==> src/rtl/perm_stage_arb_pkg.sv <==
// Shared defaults and productive-mask encodings for the BLESS 2x2 permuter.
// Used by perm_stage_arb and perm_priority_cmp.
package perm_stage_arb_pkg;

    localparam int AGE_W_D     = 8;
    localparam int ID_W_D      = 4;
    localparam int NUM_NODES_D = 16;
    localparam int EPOCH_LEN_D = 64;

    localparam logic [1:0] PROD_OUT0 = 2'b01;
    localparam logic [1:0] PROD_OUT1 = 2'b10;

endpackage

==> src/rtl/perm_priority_cmp.sv <==
// Combinational winner select for the 2x2 arbitration stage.
// Golden flit beats age when GOLD_EN; equal age favours input 0.
module perm_priority_cmp
    import perm_stage_arb_pkg::*;
#(
    parameter int AGE_W   = AGE_W_D,
    parameter int ID_W    = ID_W_D,
    parameter bit GOLD_EN = 1'b0
) (
    input  logic [1:0]      i_valid,
    input  logic [AGE_W-1:0] i_age0,
    input  logic [AGE_W-1:0] i_age1,
    input  logic [ID_W-1:0]  i_src0,
    input  logic [ID_W-1:0]  i_src1,
    input  logic [ID_W-1:0]  i_gid,
    output logic            o_win
);

    logic [1:0] w_gold;

    always_comb begin
        w_gold = 2'b00;
        if (GOLD_EN) begin
            w_gold = {i_src1 == i_gid, i_src0 == i_gid};
        end
    end

    always_comb begin
        o_win = 1'b0;
        unique case (i_valid)
            2'b10: o_win = 1'b1;
            2'b11: begin
                if (w_gold[0] != w_gold[1]) begin
                    o_win = w_gold[1];
                end else begin
                    o_win = i_age1 > i_age0;
                end
            end
            default: o_win = 1'b0;
        endcase
    end

endmodule

==> src/rtl/perm_stage_arb.sv <==
// Registered 2x2 arbitration stage of the BLESS permutation network.
// Optional golden-flit epoch priority enabled by `define GOLDEN_FLIT_EN.
module perm_stage_arb
    import perm_stage_arb_pkg::*;
#(
    parameter int FLIT_W    = 64,
    parameter int AGE_W     = AGE_W_D,
    parameter int ID_W      = ID_W_D,
    parameter int NUM_NODES = NUM_NODES_D,
    parameter int EPOCH_LEN = EPOCH_LEN_D
) (
    input  logic              clk,
    input  logic              reset_n,
    input  logic [1:0]        in_valid,
    input  logic [FLIT_W-1:0] in_flit0,
    input  logic [FLIT_W-1:0] in_flit1,
    input  logic [AGE_W-1:0]  in_age0,
    input  logic [AGE_W-1:0]  in_age1,
    input  logic [ID_W-1:0]   in_src0,
    input  logic [ID_W-1:0]   in_src1,
    input  logic [1:0]        in_prod0,
    input  logic [1:0]        in_prod1,
    output logic [1:0]        out_valid,
    output logic [FLIT_W-1:0] out_flit0,
    output logic [FLIT_W-1:0] out_flit1,
    output logic [AGE_W-1:0]  out_age0,
    output logic [AGE_W-1:0]  out_age1,
    output logic [ID_W-1:0]   out_src0,
    output logic [ID_W-1:0]   out_src1,
    output logic [1:0]        out_defl,
    output logic              swap_q
);

    logic [ID_W-1:0] w_gid;

`ifdef GOLDEN_FLIT_EN
    localparam bit GOLD_EN = 1'b1;
    localparam int EP_W = (EPOCH_LEN > 1) ? $clog2(EPOCH_LEN) : 1;
    localparam logic [EP_W-1:0] EP_LAST  = EP_W'(EPOCH_LEN - 1);
    localparam logic [ID_W-1:0] GID_LAST = ID_W'(NUM_NODES - 1);

    logic [EP_W-1:0] r_epoch;
    logic [ID_W-1:0] r_gid;

    always_ff @(posedge clk or negedge reset_n) begin
        if (!reset_n) begin
            r_epoch <= '0;
            r_gid   <= '0;
        end else if (r_epoch == EP_LAST) begin
            r_epoch <= '0;
            r_gid   <= (r_gid == GID_LAST) ? '0 : r_gid + 1'b1;
        end else begin
            r_epoch <= r_epoch + 1'b1;
        end
    end

    assign w_gid = r_gid;
`else
    // Oldest-first only; epoch sizing parameters are inert here.
    localparam bit GOLD_EN = 1'b0 && (NUM_NODES > 0) && (EPOCH_LEN > 0);
    assign w_gid = '0;
`endif

    logic w_win;

    perm_priority_cmp #(
        .AGE_W   (AGE_W),
        .ID_W    (ID_W),
        .GOLD_EN (GOLD_EN)
    ) u_cmp (
        .i_valid (in_valid),
        .i_age0  (in_age0),
        .i_age1  (in_age1),
        .i_src0  (in_src0),
        .i_src1  (in_src1),
        .i_gid   (w_gid),
        .o_win   (w_win)
    );

    logic              w_swap;
    logic [1:0]        w_v;
    logic [1:0]        w_m0;
    logic [1:0]        w_m1;
    logic [1:0]        w_defl;
    logic [FLIT_W-1:0] w_f0;
    logic [FLIT_W-1:0] w_f1;
    logic [AGE_W-1:0]  w_a0;
    logic [AGE_W-1:0]  w_a1;
    logic [ID_W-1:0]   w_s0;
    logic [ID_W-1:0]   w_s1;
    logic [AGE_W-1:0]  w_na0;
    logic [AGE_W-1:0]  w_na1;

    assign w_swap = w_win ? (in_prod1 == PROD_OUT0)
                          : (in_prod0 == PROD_OUT1);

    assign w_v  = w_swap ? {in_valid[0], in_valid[1]} : in_valid;
    assign w_m0 = w_swap ? in_prod1 : in_prod0;
    assign w_m1 = w_swap ? in_prod0 : in_prod1;
    assign w_f0 = w_swap ? in_flit1 : in_flit0;
    assign w_f1 = w_swap ? in_flit0 : in_flit1;
    assign w_a0 = w_swap ? in_age1  : in_age0;
    assign w_a1 = w_swap ? in_age0  : in_age1;
    assign w_s0 = w_swap ? in_src1  : in_src0;
    assign w_s1 = w_swap ? in_src0  : in_src1;

    assign w_defl = {w_v[1] & ~w_m1[1], w_v[0] & ~w_m0[0]};

    // Deflection ages a flit, saturating so it never wraps to young.
    assign w_na0 = (w_defl[0] && (w_a0 != '1)) ? w_a0 + 1'b1 : w_a0;
    assign w_na1 = (w_defl[1] && (w_a1 != '1)) ? w_a1 + 1'b1 : w_a1;

    logic [1:0]        r_valid;
    logic [1:0]        r_defl;
    logic              r_swap;
    logic [FLIT_W-1:0] r_f0;
    logic [FLIT_W-1:0] r_f1;
    logic [AGE_W-1:0]  r_a0;
    logic [AGE_W-1:0]  r_a1;
    logic [ID_W-1:0]   r_s0;
    logic [ID_W-1:0]   r_s1;

    always_ff @(posedge clk or negedge reset_n) begin
        if (!reset_n) begin
            r_valid <= '0;
            r_defl  <= '0;
            r_swap  <= 1'b0;
            r_f0    <= '0;
            r_f1    <= '0;
            r_a0    <= '0;
            r_a1    <= '0;
            r_s0    <= '0;
            r_s1    <= '0;
        end else begin
            r_valid <= w_v;
            r_defl  <= w_defl;
            r_swap  <= w_swap;
            r_f0    <= w_f0;
            r_f1    <= w_f1;
            r_a0    <= w_na0;
            r_a1    <= w_na1;
            r_s0    <= w_s0;
            r_s1    <= w_s1;
        end
    end

    assign out_valid = r_valid;
    assign out_defl  = r_defl;
    assign swap_q    = r_swap;
    assign out_flit0 = r_f0;
    assign out_flit1 = r_f1;
    assign out_age0  = r_a0;
    assign out_age1  = r_a1;
    assign out_src0  = r_s0;
    assign out_src1  = r_s1;

endmodule

==> config.mk <==
export PLATFORM = sky130hd
export DESIGN_NAME = perm_stage_arb
export DESIGN_NICKNAME = d
export VERILOG_FILES = /design/src/rtl/perm_stage_arb_pkg.sv /design/src/rtl/perm_priority_cmp.sv /design/src/rtl/perm_stage_arb.sv
export SDC_FILE = /design/constraint.sdc
export NUM_CORES = 1
export LEC_CHECK = 0
export CORE_MARGIN = 5
export CORE_UTILIZATION = 35
export CTS_BUF_LIST = sky130_fd_sc_hd__clkbuf_8 sky130_fd_sc_hd__clkbuf_16
export DETAILED_ROUTE_END_ITERATION = 16
export GPL_TIMING_DRIVEN = 0
export MAX_ROUTING_LAYER = met4
export PLACE_DENSITY_LB_ADDON = 0.15
export SLEW_MARGIN = 0
export SYNTH_ARGS = -nofsm -noshare
export SYNTH_HDL_FRONTEND = slang
export SYNTH_SLANG_ARGS = --single-unit
==> constraint.sdc <==
create_clock -name clk -period 0.8 [get_ports clk]
set_clock_uncertainty 0.05 [all_clocks]
set_input_delay 0.2 -clock clk [delete_from_list [all_inputs] [get_ports clk]]
set_output_delay 0.2 -clock clk [all_outputs]
set_load 0.005 [all_outputs]
# After elaboration in Yosys (flattened, before gate mapping)
# Index checks and enable logic that the tools add are counted.
# classes
bitwise,4
n_eq_ne,6
magnitude_cmp,1
n_mux,13
n_addsub,2
n_reduce_logical,2
# ops
cell,n
64-bit two-way mux,2
8-bit two-way mux,4
8-bit by 1-bit adder with 8-bit output (second input constant),2
8-bit != test (second input constant),2
8-bit greater-than comparator,1
4-bit two-way mux,2
2-bit equality test (second input constant),3
2-bit two-way mux,2
1-bit bitwise AND,2
2-bit by 1-bit equality test with 1-bit output (second input constant),1
1-bit logical AND,2
1-bit two-way mux,2
1-bit inverter,2
1-bit case mux with 2 select lines,1
# totals
out_inout_bits,157
in_bits,160
register_bits,157
wordCells,37

# Longest topological paths before layout
# logic_depth
word_depth,8
mapped_depth,13
depth_no_buf,10

# Modules after synthesis
# A second synthesis with hierarchy kept.
# unflattened
hier_cells,741
hier_area_um2,6617.6
# modules_own_cells
mod,area_each_um2,seq_area_each_um2,n_inst,cells_each
perm_stage_arb,6402.4,3928.8,1,712
perm_priority_cmp,215.2,0.0,1,29

# Worst setup path before layout
# No wires, ideal clock.
# synth_path
path_type,input -> register
startpoint,input in_age0[1]
endpoint,register r_a1[1] (netlist: out_age1[1])
path_buffers,4
setup_ns,0.095
path_stages,13
required_time_ns,0.655
slack_ns,-1.685
t_arrival_ns,2.339
cell_sequence,clkbuf_1 > inv_1 > ha_1 > nand2b_1 > a211oi_2 > o31ai_4 > mux2_4 > inv_2 > buf_4 > buf_4 > buf_2 > o221ai_1 > o31ai_1
# synth_via
elab_chain_cells,8
elab_cells_between_ends,12
classes_between,add/sub: 1; order compare: 1; eq/ne: 1; mux: 6; bitwise: 2; reduce/logical: 1
# synth_lines
item,line,text
start: declaration,perm_stage_arb.sv:17,"input logic [AGE_W-1:0] in_age0,"
"parallel branches: the longest is 7 deep, another holds 8-bit greater-than comparator",n/a,
8-bit two-way mux (*),perm_stage_arb.sv:111,assign w_na1 = (w_defl[1] && (w_a1 != '1)) ? w_a1 + 1'b1 : w_a1;
via w_na1[1],perm_stage_arb.sv:92,logic [AGE_W-1:0] w_na1;
end signal: assignment,perm_stage_arb.sv:141,r_a1 <= w_na1;
end: declaration,perm_stage_arb.sv:119,logic [AGE_W-1:0] r_a1;
# Mark *: on every way through the listed nets, which the timed path passes.

# Worst setup path in the final report
# layout_path
startpoint,input in_age0[2]
endpoint,register r_a1[6] (netlist: out_age1[6])
# Same word-level chain as after synthesis.

==> results.cfg <==
[synthesis]
synth_nets = 929
synth_edf_count = 0
syn_avg_cell_area_um2 = 8.89
netlist_area_um2 = 6770
yosys.cell_types.count = 53
synthFlopType = dfrtp_1
synth.area.top_cells = dfrtp_1, nand2_1, buf_2, ha_1, mux2i_1
synth_cells = 761
synth_seq_cells = 157
async_flop_share_pct = 100
yosys_warnings = 0
synth_top_area_share_pct = 58.1
ys_seq_area_share_pct = 58.1
yosysTopAreaCell = dfrtp_1

[outcome]
outcome = finished with violations
violations = hold timing, setup timing

[sta]
rsz0062_at_grt = yes
max_freq_mhz = 485
worst_pin_slew_ps = 505
finalSetupViolations = 314
finalCritPeriodShare_pct = 258
slew_viol_final = 0
slew-limit-headroom_pct = 66.3
period_needed_ps = 2060
hold_slack_ps = -325
final-hold-violation-count = 63
setup_slack_ps = -1260

[grt]
grt_overflow = 0
grt.total_usage_pct = 22.4
antenna_found_initial = 1
grt_first_pass_wirelength_um = 37100
grt_max_degree = 95
grt_pass1_vias = 6311

[routing]
viasPerCell = 4.63
wirelength_um = 24800
ant_nets = 0
drc_errors = 0
drt_iter0_drc = 377
wl_per_cell_um = 17.9
dr.pass1.iters = 4
num_vias = 6418

[setup_path]
critPathKind = in2reg
startpoint_type = input pin
cp_data_required_time_ps = 1100
crit_fanout = 5
arrival_ps = 2360
cp-end-kind = flop

[cts]
clk_pin_slew_worst_paths_ps = 70
cts-root-buf = clkbuf_16
clk_path_buf_depth = 2
cts_inserted_buffers = 17
cts_tree = done
htreeDepth = 4
clock_sinks = 157

[die]
die_w_um = 149
start_util_pct = 35.8
pin_count = 317
coreArea_um2 = 18900
fp.dieH_um = 149
die_area_um2 = 22200
rows = 50

[final_layout]
fillerInstances = 1608
fin_area_um2 = 11600
multi_input_area_um2 = 2840
layout-drive-gt1-share_pct = 14.9
stdcell_count = 1385
area_growth_pct = 71.8
seqCellArea_um2 = 3930
nets = 1280

[placed_design]
place_area_um2 = 10400
place_congestion = 0.867
post-place-ws_ps = -2500
place_inst = 1336
port_buffers = 314
dp_hpwl_um = 17900

[power_and_ir_drop]
peakVddDrop_mv = 1.35
p_leak_nw = 5.53
power-per-cell-area_nw_per_um2 = 1990

[job]
cap_violations = 0

[worst_hold_path]
hold_path.class = in2async
where the power goes:
group | switching (W) | leakage, nW | internal, W
Combinational | 0.00235 | 3.35 | 0.00308
Clock | 0.00335 | 0.308 | 0.00542
Sequential | 0.000220 | 1.87 | 0.00875
Total | 0.00592 | 5.53 | 0.0172
metrics by stage:
stage / TNS (ps) / total power (W) / utilization, %
3_5_place_dp: -443150 / 0.0141 / 55.1
5_1_grt: -298950 / 0.0243 / 61.5
4_1_cts: -293730 / 0.0233 / 60.3
3_3_place_gp: -1530490 / 0.0141 / 55.0
2_1_floorplan: -214360 / 0.0108 / -
6_report: -286100 / 0.0232 / 61.5
layer usage:
metal | vias to the layer above | global-route usage (%) | wire, um | part of all wire [%]
li1 | 3104 | - | - | -
met3 | 36 | 5.17 | 1830 | 7.4
met4 | 0 | 7.83 | 637 | 2.6
met2 | 240 | 37.7 | 12800 | 52
met5 | - | - | 0 | 0
met1 | 3038 | 26.3 | 9470 | 38
state kept, by name, indices dropped and copies added (netlist names):
name / cells
out_age0: 8
out_age1: 8
out_defl: 2
out_flit0: 64
out_flit1: 64
out_src0: 4
out_src1: 4
out_valid: 2
swap_q: 1
critical path: stages:
cell     delay, ps
buf_4          140
inv_2           60
ha_4           160
a21oi_4        180
o21ai_4        100
o31ai_4        390
mux2_4         380
inv_6           80
buf_12         120
mux2_4         310
o211a_1        110
nor2_1          90
repair_timing:
action                                  CTS  global route
buffers inserted                          6             9
pin swaps                                19            25
resized for setup                       166            87
endpoints found under the hold margin    63            63
endpoints found under the setup margin  314           314
cloned                                    1             2
cells in the final DEF, fill, tap and decap left out, drive strengths merged, types with 6 or more instances in the layout:
cell             n
clkdlybuf4s50  277
nand3            6
inv             16
a211oi           8
xnor2            7
mux2i            8
dfrtp          157
clkbuf          39
nand2          419
buf             70
ha               8
a21oi           11
nor2            14
final timing paths:
kind	from	to	slack (ps)	cells past startpoint
worst min-delay path	reset_n	out_flit1[25]	-320	1
max in group asynchronous	reset_n	out_age0[6]	200	2
min in group clk	in_age0[7]	out_age1[7]	20	3
worst max-delay path	in_age0[2]	out_age1[6]	-1260	12
cell usage after synthesis (2+ instances only):
| cell | count |
|---|---|
| a211oi_2 | 2 |
| clkbuf_1 | 7 |
| nand2_1 | 419 |
| ha_1 | 8 |
| nor2_1 | 14 |
| buf_4 | 3 |
| o31ai_1 | 3 |
| a31oi_1 | 4 |
| nand2b_1 | 5 |
| buf_2 | 28 |
| a211oi_1 | 6 |
| xnor2_1 | 7 |
| o221ai_1 | 2 |
| nand4_1 | 3 |
| nor3_1 | 4 |
| o21bai_1 | 2 |
| o311a_1 | 2 |
| a21oi_1 | 11 |
| and3_1 | 5 |
| mux2_4 | 2 |
| o21ai_0 | 2 |
| a311oi_1 | 2 |
| nor2b_1 | 3 |
| a211o_1 | 3 |
| xor2_1 | 2 |
| inv_1 | 13 |
| and2_1 | 5 |
| dfrtp_1 | 157 |
| nand3_1 | 6 |
| mux2i_1 | 8 |
layout make-up:
| class | count | share of cell area [%] |
|---|---|---|
| plain buffers | 40 | 4.38 |
| well taps | 260 | 2.80 |
| clock buffers | 19 | 3.90 |
| inverters | 14 | 0.667 |
| clock inverters | 12 | 1.60 |
| repair buffers | 332 | 28.4 |
| flip-flops and latches | 157 | 33.8 |
| diodes | 1 | 0.0215 |
| multi-input cells | 550 | 24.4 |
cell families after synthesis:
kind of cell    Yosys count  share of synthesized area (%)
simple gates            471                           27.6
flops                   157                           58.1
buf+inv                  54                           3.79
compound gates           52                           6.23
mux                      10                           1.63
xor+xnor                  9                           1.17
fa+ha+maj                 8                           1.48
Power figures use the tool's default switching activity.
